File: src/rtl/bin_to_bcd_seq_pkg.sv
// Shared types and constants for the sequential binary-to-BCD converter.
package bin_to_bcd_pkg;

  typedef enum logic [1:0] {
    IDLE  = 2'd0,
    SHIFT = 2'd1,
    DONE  = 2'd2
  } state_t;

  localparam logic [3:0] ADJ_THRESHOLD = 4'd5;
  localparam logic [3:0] ADJ_OFFSET    = 4'd3;

  // Used to prove at elaboration that DIGITS decimal digits can hold any WIDTH-bit value.
  function automatic longint pow10(input int n);
    longint r;
    r = 1;
    for (int i = 0; i < n; i++) r = r * 10;
    return r;
  endfunction

endpackage

File: src/rtl/bin_to_bcd_seq_if.sv
// Start/busy/done handshake and data bus between a requester and the converter.
interface bin_to_bcd_seq_if #(
  parameter int WIDTH  = 10,
  parameter int DIGITS = 4
);
  logic                  start;
  logic [WIDTH-1:0]      bin;
  logic                  busy;
  logic                  done;
  logic [4*DIGITS-1:0]   bcd;

  modport master (output start, output bin, input busy, input done, input bcd);
  modport slave  (input start, input bin, output busy, output done, output bcd);
endinterface

File: src/rtl/bin_to_bcd_seq_digit_adj.sv
// One BCD nibble of the double-dabble adjust step: add 3 when the digit is 5 or more.
module bcd_digit_adj
  import bin_to_bcd_pkg::*;
(
  input  logic [3:0] i_nibble,
  output logic [3:0] o_nibble
);

  assign o_nibble = (i_nibble >= ADJ_THRESHOLD) ? (i_nibble + ADJ_OFFSET) : i_nibble;

endmodule

File: src/rtl/bin_to_bcd_seq.sv
// Sequential binary-to-BCD converter (shift-and-add-3), one bit per clock.
// The result register only changes on the completing edge, so a display never sees partial digits.
module bin_to_bcd_seq
  import bin_to_bcd_pkg::*;
#(
  parameter int WIDTH  = 10,
  parameter int DIGITS = 4
) (
  input  logic            clk,
  input  logic            reset,
  bin_to_bcd_seq_if.slave bus
);

  localparam int W  = WIDTH + 4 * DIGITS;
  localparam int CW = $clog2(WIDTH + 1);
  localparam logic [CW-1:0] LAST_COUNT = CW'(WIDTH - 1);

  if (pow10(DIGITS) <= ((longint'(1) << WIDTH) - 1)) begin : g_digits_too_few
    $error("bin_to_bcd_seq: DIGITS too small for WIDTH");
  end

  state_t              r_state;
  state_t              w_nextState;
  logic [W-1:0]        r_work;
  logic [CW-1:0]       r_count;
  logic [4*DIGITS-1:0] r_bcd;
  logic [W-1:0]        w_adjusted;
  logic [W-1:0]        w_shifted;
  logic                w_lastShift;

  assign w_adjusted[WIDTH-1:0] = r_work[WIDTH-1:0];

  for (genvar i = 0; i < DIGITS; i++) begin : g_adj
    bcd_digit_adj u_adj (
      .i_nibble (r_work[WIDTH + 4*i +: 4]),
      .o_nibble (w_adjusted[WIDTH + 4*i +: 4])
    );
  end

  assign w_shifted   = w_adjusted << 1;
  assign w_lastShift = (r_count == LAST_COUNT);

  always_ff @(posedge clk) begin
    if (reset) r_state <= IDLE;
    else       r_state <= w_nextState;
  end

  always_comb begin
    w_nextState = r_state;
    case (r_state)
      IDLE:    if (bus.start) w_nextState = SHIFT;
      SHIFT:   if (w_lastShift) w_nextState = DONE;
      DONE:    w_nextState = IDLE;
      default: w_nextState = IDLE;
    endcase
  end

  // Work register, shift counter and the held result.
  always_ff @(posedge clk) begin
    if (reset) begin
      r_work  <= '0;
      r_count <= '0;
      r_bcd   <= '0;
    end else begin
      case (r_state)
        IDLE: begin
          if (bus.start) begin
            r_work  <= {{(4*DIGITS){1'b0}}, bus.bin};
            r_count <= '0;
          end
        end
        SHIFT: begin
          r_work  <= w_shifted;
          r_count <= r_count + CW'(1);
          if (w_lastShift) r_bcd <= w_shifted[W-1 -: 4*DIGITS];
        end
        default: ;
      endcase
    end
  end

  always_comb begin
    bus.busy = (r_state == SHIFT);
    bus.done = (r_state == DONE);
    bus.bcd  = r_bcd;
  end

endmodule

File: src/flat_wrapper.sv
// flat-port wrapper written by rule: the top's interface ports become plain ports
module bin_to_bcd_seq_flat import bin_to_bcd_pkg::*;
#(
  parameter int WIDTH  = 10,
  parameter int DIGITS = 4
)
  (clk, reset, bus_start, bus_bin, bus_busy, bus_done, bus_bcd);
  bin_to_bcd_seq_if #(.WIDTH(WIDTH), .DIGITS(DIGITS)) bus_i ();
  input  logic clk;
  input  logic reset;
  input wire logic [$bits(bus_i.start)-1:0] bus_start;
  input wire logic [$bits(bus_i.bin)-1:0] bus_bin;
  output wire logic [$bits(bus_i.busy)-1:0] bus_busy;
  output wire logic [$bits(bus_i.done)-1:0] bus_done;
  output wire logic [$bits(bus_i.bcd)-1:0] bus_bcd;
  assign bus_i.start = bus_start;
  assign bus_i.bin = bus_bin;
  assign bus_busy = bus_i.busy;
  assign bus_done = bus_i.done;
  assign bus_bcd = bus_i.bcd;
  bin_to_bcd_seq #(.WIDTH(WIDTH), .DIGITS(DIGITS)) u_core (.clk(clk), .reset(reset), .bus(bus_i));
endmodule
File: config.mk
export PLATFORM = sky130hd
export DESIGN_NAME = bin_to_bcd_seq_flat
export DESIGN_NICKNAME = d
export VERILOG_FILES = /design/src/rtl/bin_to_bcd_seq_pkg.sv /design/src/rtl/bin_to_bcd_seq_if.sv /design/src/rtl/bin_to_bcd_seq_digit_adj.sv /design/src/rtl/bin_to_bcd_seq.sv /design/src/flat_wrapper.sv
export SDC_FILE = /design/constraint.sdc
export NUM_CORES = 1
export LEC_CHECK = 0
export ABC_AREA = 1
export CAP_MARGIN = 20
export CELL_PAD_IN_SITES_DETAIL_PLACEMENT = 0
export CELL_PAD_IN_SITES_GLOBAL_PLACEMENT = 2
export CORE_MARGIN = 5
export CORE_UTILIZATION = 32
export CTS_BUF_LIST = sky130_fd_sc_hd__clkbuf_16
export DETAILED_ROUTE_END_ITERATION = 8
export PLACE_DENSITY = 0.88
export SKIP_LAST_GASP = 1
export SLEW_MARGIN = 20
export SYNTH_ARGS = -nofsm -noshare
export SYNTH_HDL_FRONTEND = slang
export SYNTH_SLANG_ARGS = --single-unit
File: constraint.sdc
create_clock -name clk -period 2.6 [get_ports clk]
set_input_delay 0.52 -clock clk [delete_from_list [all_inputs] [get_ports clk]]
set_output_delay 0.52 -clock clk [all_outputs]
set_load 0.01 [all_outputs]
# Yosys cells after proc, flatten, opt, wreduce, memory -nomap -nowiden
# Cells that the tools add are included.
dict set report word_totals {
  in_bits 13
  out_inout_bits 18
  wordCells 34
  regBits 48
}
dict set report classes {
  reduce_logical 5
  n_eq_ne 5
  addsub 5
  order_cmp 4
  mux 11
}
# op n
set ops {}
lappend ops {{$pmux 26 s2} 1}
lappend ops {{$mux 26} 1}
lappend ops {{$ge 4x3->1 const B} 4}
lappend ops {{$mux 4} 4}
lappend ops {{$add 4x2->4 const B} 3}
lappend ops {{$pmux 4 s2} 1}
lappend ops {{$reduce_and 2->1} 3}
lappend ops {{$add 4x1->4 const B} 1}
lappend ops {{$eq 4x4->1 const B} 1}
lappend ops {{$mux 2} 2}
lappend ops {{$pmux 2 s2} 1}
lappend ops {{$add 3x2->3 const B} 1}
lappend ops {{$mux 3} 1}
lappend ops {{$eq 2x1->1 const B} 1}
lappend ops {{$eq 2x2->1 const B} 1}
lappend ops {{$logic_not 2->1} 1}
lappend ops {{$ne 2x1->1 const B} 1}
lappend ops {{$ne 2x2->1 const B} 1}
lappend ops {{$reduce_bool 2->1} 1}

# Logic depth before layout (Yosys ltp)
dict set report logic_depth {
  ltp_word 3
  mapped_depth 11
  depth_no_buf 10
}

# Cells and area by module
# From an unflattened synthesis, not the netlist that was laid out.
dict set report hier_totals {
  cells_unflattened 375
  area_unflattened_um2 2602.5
}
# module area_per_inst_um2 n_inst seq_area_each_um2 cells_each
set modules_own_cells {}
lappend modules_own_cells {bin_to_bcd_seq 2062.0 1 960.9 283}
lappend modules_own_cells {bcd_digit_adj 135.1 4 0.0 23}

# Worst setup path before layout
# OpenSTA, ideal clock, no wires.
dict set report synth_timing {
  kind {reg2reg}
  start {register u_core.r_work[10]}
  end {register u_core.r_bcd[2] (netlist: u_core.bus.bcd[2])}
  required_time_ns 2.491
  slack_ns 1.361
  setup_time_ns 0.109
  path_stages_with_launch 10
  t_arrival_ns 1.130
  cell_sequence {dfxtp_1 inv_1 ha_1 inv_1 o21ai_0 nand2_1 nand2_1 nand3_1 nand2_1 inv_1}
}
dict set report synth_via {
  elab_chain_cells 2
  word_cells_on_any_way 3
  classes_between {add/sub: 1; order compare: 1; mux: 1}
}
# element line_no
set synth_lines {}
lappend synth_lines {{from (decl)} bin_to_bcd_seq.sv:24} ;# logic [W-1:0] r_work;
lappend synth_lines {{from (signal assigned)} bin_to_bcd_seq.sv:68} ;# r_work <= {{(4*DIGITS){1'b0}}, bus.bin};
lappend synth_lines {{from (signal assigned)} bin_to_bcd_seq.sv:73} ;# r_work <= w_shifted;
lappend synth_lines {{$add 4x2->4 or $ge 4x3->1 (tied branches)} bin_to_bcd_seq_digit_adj.sv:9} ;# assign o_nibble = (i_nibble >= ADJ_THRESHOLD) ? (i_nibble + ADJ_OFFSET) : i_nibble;
lappend synth_lines {{$mux 4 *} bin_to_bcd_seq_digit_adj.sv:9}
lappend synth_lines {{to (signal assigned)} bin_to_bcd_seq.sv:75} ;# if (w_lastShift) r_bcd <= w_shifted[W-1 -: 4*DIGITS];
lappend synth_lines {{to (decl)} bin_to_bcd_seq.sv:26} ;# logic [4*DIGITS-1:0] r_bcd;
# Every way passes the cells marked *; elsewhere a longest branch is shown, timed or not.
# A chain may end at the register's enable or synchronous reset.

# Worst setup path after layout
dict set report layout_timing {
  start {register u_core.r_state[0]}
  end {output port bus_busy}
}
dict set report layout_via {
  elab_chain_cells 1
}
# element line_no
set layout_lines {}
lappend layout_lines {{from (decl)} bin_to_bcd_seq.sv:22} ;# state_t r_state;
lappend layout_lines {{from (signal assigned)} bin_to_bcd_seq.sv:45} ;# else r_state <= w_nextState;
lappend layout_lines {{$eq 2x1->1} bin_to_bcd_seq.sv:83} ;# bus.busy = (r_state == SHIFT);
lappend layout_lines {{to (decl)} flat_wrapper.sv:13} ;# output wire logic [$bits(bus_i.busy)-1:0] bus_busy;
# Every way passes these cells.

==> flow_summary.toml <==
[pwr]
share_seq_of_total_power_pct = 51.2
netSwitchingFraction_pct = 23.1
share_comb_of_total_power_pct = 7.3
leakagePower_nw = 1.31
vdd_ir_drop_max_mv = 0.287
power_switching_mw = 0.345
p_per_area_mw_per_mm2 = 523
power_frac_clock_pct = 41.5
power_mw = 1.49
p_int_mw = 1.14

[drt]
vias = 2102
via_per_inst = 4.42
drtAntennaViolNets = 0
drt_iter0_markers = 94
avgRoutedWirePerCell_um = 11.3
detail_route.first_pass.iterations = 4
post_detailed_route_drc_marker_count = 0
postRouteWirelength_um = 5360

[hold_path]
timing.hold.worst.start = "u_core.r_work[5]$_SDFFE_PP0P_"
holdCritPathClass = "reg2reg"
holdPathEnd = "u_core.r_work[5]$_SDFFE_PP0P_"
hold_path_depth = 2

[timing]
final_tns_setup_ps = 0
skew_ps = 3.23
final_report_hold_violation_count = 0
timing.final.setup_violations = 0
achievable-frequency_mhz = 536
rsz0062_at_grt = "no"
relSlewSlack_pct = 74.8
period_share_pct = 71.7
tightest_slew_ps = 374
min_tclk_post_route_ps = 1860
count_of_pins_over_their_slew_limit = 0
worst_slack_ps = 736

[clock_tree]
cts_inserted_buffers = 5
clk_path_buf_depth = 2
ctsHoldBuffers = 0
numClockSinks = 48
path_clk_slew_ps = 60
tritoncts = "built"
clock_latency_ps = 290
postCtsResizedCells = 0
post_cts_buffers = 0
clockRootBuffer = "sky130_fd_sc_hd__clkbuf_16"
h-tree-depth = 2

[floorplanning]
initial_core_util_pct = 32.5
std_cell_rows = 31
design.portCount = 31
die-area_mm2 = 0.00909
die_width_um = 95.3
die_height_um = 95.3
design.core.area_mm2 = 0.00718

[layout]
antenna_cells = 0
layout-area-overhead-vs-synth_pct = 22.3
layout_commonest_cell = "sky130_fd_sc_hd__nand2_1"
most-common-layout-cells = "sky130_fd_sc_hd__nand2_1 (120), sky130_fd_sc_hd__dfxtp_1 (48), sky130_fd_sc_hd__inv_1 (44), sky130_fd_sc_hd__nor2_1 (39), sky130_fd_sc_hd__nand3_1 (31)"
final_layout_size_suffix_gt1_share_pct = 5.04
num-nets-final = 399

[synth]
synth_top_flop_cell = "sky130_fd_sc_hd__dfxtp_1"
mappedNetlistNets = 368
yosysTopAreaCellShare_pct = 41.2
syn_area_per_cell_um2 = 6.75
fraction_of_registers_with_async_set_or_reset_after_synthesis_pct = 0
netlist-cell-type-count = 23
yosysWarningCount = 0
seq_area_frac_synth_pct = 41.2
ys_ff_latch = 48
number_of_flops_mapped_to_enable_cells_by_yosys = 0
netlist_top_cells_area = "sky130_fd_sc_hd__dfxtp_1 (41%), sky130_fd_sc_hd__nand2_1 (19%), sky130_fd_sc_hd__inv_1 (6.9%)"
yosysTopAreaCell = "sky130_fd_sc_hd__dfxtp_1"
mappedNetlistArea_mm2 = 0.00233
netlist_instances = 345

[critical_path]
worst-path-max-fanout = 3
ff2ff_setup_slack_ps = 1100
cells_traversed_along_the_worst_timing_path = "nand2_1 -> inv_2 -> clkdlybuf4s50_1"
endpoint_kind = "output port"
worst_path_largest_cell_delay_ps = 530
rr_worst_depth = 8
worstReg2RegStart = "u_core.r_count[0]$_SDFFE_PP0P_"
timing.critical_path.from_type = "register"
critPathArrivalTime_ps = 1340
path_class = "reg2out"
worstPathRequired_ps = 2080
rr_endpoint = "u_core.bus.bcd[2]$_SDFFE_PP0P_"
cell_with_the_largest_stage_delay_on_the_worst_path = "sky130_fd_sc_hd__clkdlybuf4s50_1"

[grt]
grt_remaining_overflow = 0
total_routing_usage_reported_by_global_routing_pct = 12.5
vias_in_the_first_global_route = 1926
grt_first_pass_wirelength_um = 8870
initial_antenna_violation_count = 0
grt_max_degree = 31

[place]
post-dp-hpwl_um = 3930
port_buffers = 30
gp_congestion = 0.798
place_ws_ps = 614

[run_status]
status = "completed"

[job]
cap_viol_max_count = 0
## how the worst max path moves through the flow
stage                              startpoint  cells past startpoint                        endpoint
2_1_floorplan  u_core.r_work[10]$_SDFFE_PP0P_                      9  u_core.bus.bcd[2]$_SDFFE_PP0P_
3_3_place_gp                        bus_start                      6  u_core.r_work[21]$_SDFFE_PP0P_
3_5_place_dp                            reset                      4  u_core.r_work[13]$_SDFFE_PP0P_
4_1_cts        u_core.r_state[0]$_SDFFE_PP0P_                      3                        bus_busy
5_1_grt        u_core.r_state[0]$_SDFFE_PP0P_                      3                        bus_busy
6_report       u_core.r_state[0]$_SDFFE_PP0P_                      3                        bus_busy
## synth_stat cells (3+ instances only)
library cell / n
sky130_fd_sc_hd__nand2_1: 120
sky130_fd_sc_hd__dfxtp_1: 48
sky130_fd_sc_hd__inv_1: 43
sky130_fd_sc_hd__nor2_1: 39
sky130_fd_sc_hd__nand3_1: 31
sky130_fd_sc_hd__o21ai_0: 18
sky130_fd_sc_hd__ha_1: 10
sky130_fd_sc_hd__o22ai_1: 6
sky130_fd_sc_hd__a21oi_1: 4
sky130_fd_sc_hd__buf_2: 3
sky130_fd_sc_hd__buf_4: 3
sky130_fd_sc_hd__buf_6: 3
sky130_fd_sc_hd__inv_2: 3
## worst max-delay path, delay by kind of cell, from the launching register on
kind	cells	cell delay [ps]
flip-flops	1	360
AND/OR/NAND/NOR	1	100
buffers and inverters	2	600
## flip-flops by register name, indices dropped and copies added, names as in the netlist
signal          flops
u_core.bus.bcd     16
u_core.r_state      2
u_core.r_count      4
u_core.r_work      26
## cell type report
cell class              count  area [µm²]
well taps                  99         124
inverters                  47         179
repair buffers             34         330
flip-flops and latches     48         961
clock inverters             3        15.0
clock buffers               5         125
fillers                   762        4330
multi-input cells         240        1110
## power groups by stage
stage	Clock [mW]	Sequential, mW	Combinational, mW
2_1_floorplan	0	0.776	0.0681
3_3_place_gp	0	0.779	0.110
3_5_place_dp	0	0.780	0.111
4_1_cts	0.637	0.763	0.112
5_1_grt	0.672	0.764	0.123
6_report	0.618	0.763	0.108
## metal layers
layer,GRT usage [%],vias up,routed length [µm]
li1,-,1131,-
met1,16.2,944,2610
met2,20.6,22,2520
met3,2.84,5,154
met4,3.97,0,65
met5,0,-,0
## metrics by stage
step | utilization, % | cells | area, µm² | hold slack, ps
after detailed placement | 37.8 | 468 | 2710 | 448
after global routing | 39.7 | 476 | 2850 | 489
after global placement | 37.8 | 468 | 2710 | 442
after CTS | 39.7 | 476 | 2850 | 471
after floorplan | - | 345 | 2330 | 426
final | 39.7 | 476 | 2850 | 466
## cell families after synthesis
logic type                 Yosys count  share of synthesized area (%)
buffers and inverters               57                           10.9
adders and majority gates           10                           5.37
AOI/OAI and AO/OA                   33                           7.68
and+or+nand+nor                    197                           34.8
DFF                                 48                           41.2
No activity file was read; power rests on OpenSTA's default activity.
==> variant 1: new RTL, config.mk and constraints unchanged <==
`WIDTH` is set to 10 in 3 places; all go to 5.
--- a/src/rtl/bin_to_bcd_seq_if.sv
+++ b/src/rtl/bin_to_bcd_seq_if.sv
@@ -2,3 +2,3 @@
 interface bin_to_bcd_seq_if #(
-  parameter int WIDTH  = 10,
+  parameter int WIDTH  = 5,
   parameter int DIGITS = 4
--- a/src/rtl/bin_to_bcd_seq.sv
+++ b/src/rtl/bin_to_bcd_seq.sv
@@ -5,3 +5,3 @@
 #(
-  parameter int WIDTH  = 10,
+  parameter int WIDTH  = 5,
   parameter int DIGITS = 4
--- a/src/flat_wrapper.sv
+++ b/src/flat_wrapper.sv
@@ -3,3 +3,3 @@
 #(
-  parameter int WIDTH  = 10,
+  parameter int WIDTH  = 5,
   parameter int DIGITS = 4
Interface: changed (resized bus_bin); port bits go from 31 to 26. The function was not compared with the original's and may differ.
==> variant 1 against the original RTL <==
Design area is 12% lower. Clock power is 4.0% lower. Sequential cell count is 6 lower. Setup slack worse by 0.33 ns. First-iteration DRC count is 9.6% higher. Synthesized area is 13% lower. Power is 9.2% lower. Sequential share of layout area is 0.18 points lower. Maximum frequency is 15% lower. Utilization is 0.45 points higher. Via count is 12% lower. Routed wire length is 11% lower.
==> variant 1: results (changes against the original RTL) <==
Parameter                              Value

Run status
  Outcome    finished, final reports clean

Clock tree
  Clk slew on worst S/H paths    0.06 ns (about the same)
  Clock insertion delay at the later pin of the skew report    0.28 ns
  Clock buffer depth    2 (unchanged)
  Number of H-tree levels    2 (unchanged)
  Number of buffers added by the clock tree synthesis step    5 (unchanged)

Synthesis
  Area share of xor/xnor cells in the synthesized design    0.00434 (+0.00434)
  Sequential cell area fraction in the yosys report    0.417 (+0.00441)
  Count of distinct cell types in the synthesized netlist    20 (-13%)
  Number of cells produced by synthesis    291 (-16%)
  Cells taking the most area after synthesis    sky130_fd_sc_hd__dfxtp_1 42%, sky130_fd_sc_hd__nand2_1 15%, sky130_fd_sc_hd__inv_1 7.6%, sky130_fd_sc_hd__ha_1 6.2%, sky130_fd_sc_hd__nor2_1 5.6%
  Top cells by instance count after synthesis    79 x sky130_fd_sc_hd__nand2_1, 42 x sky130_fd_sc_hd__dfxtp_1, 41 x sky130_fd_sc_hd__inv_1
  Synthesized-area fraction occupied by adder cells    0.0620 (+0.00833)
  Share of synthesized area spent on multiplexers    0 (unchanged)
  Compound-gate portion of the synthesized area    0.110 (+0.0330)
  Nets in the synthesized netlist    309 (-16%)

Worst setup path
  Top Family by Delay on Critical Path    buffers and inverters
  Maximum cell stage delay along the critical path    0.61 ns (+0.08 ns)
  Data arrival time of the worst path    1.67 ns (+0.33 ns)
  Maximum fanout along the worst path    7 (+4)

Power
  Switching fraction of total power    0.230 (-0.00119)
  Worst ir drop on vdd    251 uV (-13%)
  Standby leakage power    1.14 nW (-13%)

Global route
  Global Route met2 Usage    0.206 (-0.000788)
  Gr busiest metal    met2
  Global Route Usage Sum    0.132 (+0.00637)
  First-pass GRT wire length    8170 um (-7.9%)
  Met3 Track Usage GR    0.0304 (+0.00200)
  Largest net degree at the start of global routing    19 (-39%)
  Met1 Usage GRT    0.177 (+0.0146)
  Initial antenna violation count    0 (unchanged)

Routing
  Met2 layer wire length in the routed design    2080 um (-18%)
  Routed length on met3    163 um (+5.8%)
  Initial drt markers    103 (+9.6%)
  Routed via count    1843 (-12%)
  Highest routed layer    met4
  Final wirelength    4770 um (-11%)
  Detail-routed via count per cell    4.61 (+4.3%)
  Routed met1 length    2440 um (-6.6%)
  Length of the first detailed-routing pass in iterations    4 (unchanged)

Final layout
  Antenna Cells    0 (unchanged)
  Nets@finish    340 (-15%)
  Share of layout cells above drive strength 1    0.0650 (+0.0146)
  Count of fill cells added during filler insertion    673 (-12%)
  Final standard cell utilization of the core    0.402 (+0.00453)
  Flip-flop count of the largest register, all copies and words added    21 (-19%)

Placed design
  Count of port buffers added during placement    25 (-17%)
  Detailed placement HPWL    3510 um (-11%)
  Setup Slack @ Placement    0.645 ns (+0.0317 ns)
  Number of placed instances with taps included    392 (-16%)
  Gp weighted congestion    0.738 (-7.6%)
  Placement Cell Area    2370 sq um (-13%)

Timing
  Worst slew margin    0.692 (-0.0561)
  Worst clock skew on the final layout    0.00470 ns (+0.00146 ns)
  Final count of pins violating max slew    0 (unchanged)
## variant 1: cell types whose count changed in the layout (fill, tap and decap cells not counted), moves of 2 or more
cell                              delta
sky130_fd_sc_hd__nand2_1            -41
sky130_fd_sc_hd__o21ai_0             -7
sky130_fd_sc_hd__a21oi_1             +6
sky130_fd_sc_hd__o21ai_1             +7
sky130_fd_sc_hd__nand4_1             +9
sky130_fd_sc_hd__clkdlybuf4s50_1     -5
sky130_fd_sc_hd__dfxtp_1             -6
sky130_fd_sc_hd__inv_1               -2
sky130_fd_sc_hd__o22ai_1             +4
sky130_fd_sc_hd__nor2_2              +2
sky130_fd_sc_hd__nand3_1            -10
sky130_fd_sc_hd__nor2_1              -9
## variant 1: power groups by stage
stage                     Combinational (W)  Clock (W)  Sequential (W)
after floorplan                   0.0000550          0        0.000680
after global placement            0.0000911          0        0.000682
after detailed placement          0.0000914          0        0.000682
after CTS                         0.0000918   0.000609        0.000668
after global routing               0.000102   0.000642        0.000669
final                             0.0000906   0.000593        0.000668
## variant 1: layout make-up
| class | instances | share of cell area |
|---|---|---|
| inverters | 45 | 0.0674 |
| well taps | 77 | 0.0384 |
| clock buffers | 5 | 0.0499 |
| multi-input cells | 198 | 0.389 |
| flip-flops and latches | 42 | 0.335 |
| clock inverters | 3 | 0.00499 |
| repair buffers | 30 | 0.115 |
## variant 1: final timing paths
check                                       start                 to  slack (ns)  depth (start not counted)
worst min register to register   u_core.r_work[3]   u_core.r_work[3]        0.47                          2
worst min-delay path             u_core.r_work[3]   u_core.r_work[3]        0.47                          2
worst max-delay path            u_core.r_state[0]           bus_busy        0.41                          3
worst max register to register  u_core.r_count[0]  u_core.bus.bcd[5]        0.98                          8
==> variant 2: new RTL, same settings <==
Made on the original files. Make the reset (`reset`) asynchronous in 2 clocked blocks.
--- a/src/rtl/bin_to_bcd_seq.sv
+++ b/src/rtl/bin_to_bcd_seq.sv
@@ -42,3 +42,3 @@
 
-  always_ff @(posedge clk) begin
+  always_ff @(posedge clk or posedge reset) begin
     if (reset) r_state <= IDLE;
@@ -58,3 +58,3 @@
   // Work register, shift counter and the held result.
-  always_ff @(posedge clk) begin
+  always_ff @(posedge clk or posedge reset) begin
     if (reset) begin
Check against the original RTL: differs if reset is asserted again (counterexample within 4 cycles, from zero or initial values and one cycle with reset high); with reset held inactive, the same outputs for 10 cycles.
==> variant 2 against the original RTL <==
Synthesized cell count shrank 18%. Count of clock-buffer cells in the layout is the same. Design area is 1.6% higher. Synthesized area rose by 1.8%. Die area rose by 1.6%. Routed wire length is 4.3% lower. Sequential cell count is the same. Utilization increased by 0.21 points. Setup slack got worse by 0.11 ns. Register-to-register slack got worse by 0.16 ns. Hold slack improved by 0.011 ns. Critical endpoint unchanged.
Power is not compared: it rests on default switching activity, and its combinational part moved more than twofold at a synthesized area within 25%.
==> variant 2: results (changes against the original RTL) <==
Parameter                              Value

Run status
  Outcome    finished, final reports clean

Synthesis
  Synthesis Warnings    0 (unchanged)
  Main flop type after synthesis    sky130_fd_sc_hd__dfrtp_1
  Cells taking the most area after synthesis    sky130_fd_sc_hd__dfrtp_1 51%, sky130_fd_sc_hd__nand2_1 18%, sky130_fd_sc_hd__nand3_1 7.4%, sky130_fd_sc_hd__ha_1 5.3%, sky130_fd_sc_hd__inv_1 3.2%
  Sequential cell area fraction in the yosys report    0.506 (+0.0939)
  Top cells by instance count after synthesis    112 x sky130_fd_sc_hd__nand2_1, 48 x sky130_fd_sc_hd__dfrtp_1, 35 x sky130_fd_sc_hd__nand3_1
  Post-synth ARST share    1.00 (+1.00)
  Nets in the synthesized netlist    307 (-17%)
  Mean area per synthesized cell    8.35 sq um (+24%)

Worst setup path
  Maximum fanout along the worst path    10 (+7)
  Data arrival time of the worst path    1.46 ns (+0.12 ns)

Clock tree
  Total of cells resized after clock tree synthesis    0 (unchanged)
  Number of H-tree levels    2 (unchanged)
  Number of buffers added by the clock tree synthesis step    5 (unchanged)
  Clk slew on worst S/H paths    0.06 ns (about the same)
  Cell at the root of the clock tree    sky130_fd_sc_hd__clkbuf_16
  Number of buffers added for setup after CTS    0 (unchanged)

Min path
  Worst min-delay path category    flip-flop to flip-flop

Global route
  First-pass GRT wire length    9200 um (+3.7%)
  Largest net degree at the start of global routing    26 (-16%)
  Global Route Usage Sum    0.127 (+0.00167)
  Number of global-route vias before repair    1965 (+2.0%)
  Initial antenna violation count    0 (unchanged)

Final layout
  Share of layout cells above drive strength 1    0.0726 (+0.0222)
  Non-filler instance count after layout    416 (-13%)
  Nets@finish    340 (-15%)
  Count of fill cells added during filler insertion    750 (-1.6%)
  Antenna Cells    0 (unchanged)

Timing
  Worst slew margin    0.641 (-0.107)
  Worst clock skew on the final layout    0.00524 ns (+0.00201 ns)

Routing
  Length of the first detailed-routing pass in iterations    4 (unchanged)
  Routed via count    1912 (-9.0%)
  Final wirelength    5130 um (-4.3%)
  Initial drt markers    93 (-1.1%)

Placed design
  Number of placed instances with taps included    409 (-13%)
  Setup Slack @ Placement    0.805 ns (+0.191 ns)
  Detailed placement HPWL    3620 um (-7.9%)
  Placement Cell Area    2760 sq um (+2.0%)
  Gp weighted congestion    0.796 (-0.25%)
variant 2: cell types whose count changed after synthesis, sizes merged, moves of 3 or more:
cell / change
nand3: +9
a21oi: -3
nand4: +6
nor2: -32
dfxtp: -48
nand2: -8
dfrtp: +48
o21ai: -6
inv: -23
variant 2: through the flow:
| step | util | power (W) |
|---|---|---|
| floorplan | - | 0.00238 |
| global placement | 0.381 | 0.00290 |
| detailed placement | 0.381 | 0.00292 |
| CTS | 0.399 | 0.00355 |
| global route | 0.399 | 0.00384 |
| finish | 0.399 | 0.00349 |
variant 2: worst paths after layout:
kind / start / endpoint / slack, ns / depth (start not counted)
max: u_core.r_state[1] / bus_busy / 0.62 / 4
min: u_core.bus.bcd[1] / u_core.bus.bcd[1] / 0.48 / 2
max reg2reg: u_core.r_state[1] / u_core.bus.bcd[10] / 0.94 / 8
min reg2reg: u_core.bus.bcd[1] / u_core.bus.bcd[1] / 0.48 / 2
max in group asynchronous: reset / u_core.r_state[0] / 1.42 / 3
min in group asynchronous: reset / u_core.r_work[5] / 0.60 / 2
variant 2: logic make-up (layout without fill, tap and decap cells):
group | count (synthesis) | count (layout) | synth area share
and+or+nand+nor | 172 | 172 | 0.323
DFF | 48 | 48 | 0.506
buffers and inverters | 32 | 65 | 0.0670
AOI/OAI and AO/OA | 22 | 22 | 0.0512
adders and majority gates | 10 | 10 | 0.0527
variant 2: metal layers:
metal / vias to the layer above / GRT usage / routed length, um
met3: 4 / 0.0305 / 187
met5: - / 0 / 0
met4: 0 / 0.0308 / 27
met1: 886 / 0.169 / 2510
li1: 990 / - / -
met2: 32 / 0.208 / 2400
variant 2: where the power goes:
part           leakage [nW]  internal, W  switching [W]
Combinational         0.748     0.000653       0.000932
Clock                0.0648     0.000344       0.000255
Sequential            0.607      0.00108       0.000229
variant 2: layout make-up:
| cell class | instances | area [sq um] | share of cell area |
|---|---|---|---|
| tap | 99 | 124 | 0.0428 |
| inverter | 24 | 95.1 | 0.0328 |
| clock buffer | 5 | 125 | 0.0432 |
| multi-input combinational | 204 | 1010 | 0.350 |
| timing repair buffer | 34 | 330 | 0.114 |
| sequential | 48 | 1200 | 0.415 |
| clock inverter | 2 | 7.51 | 0.00259 |
variant 2: worst reg2reg max path, stage by stage (launching register included):
cell	delay, ns
sky130_fd_sc_hd__dfrtp_1	0.37
sky130_fd_sc_hd__inv_2	0.09
sky130_fd_sc_hd__nand2_4	0.11
sky130_fd_sc_hd__inv_4	0.08
sky130_fd_sc_hd__buf_4	0.29
sky130_fd_sc_hd__nand2_4	0.23
sky130_fd_sc_hd__inv_4	0.26
sky130_fd_sc_hd__nand3_1	0.12
sky130_fd_sc_hd__nand2_1	0.06
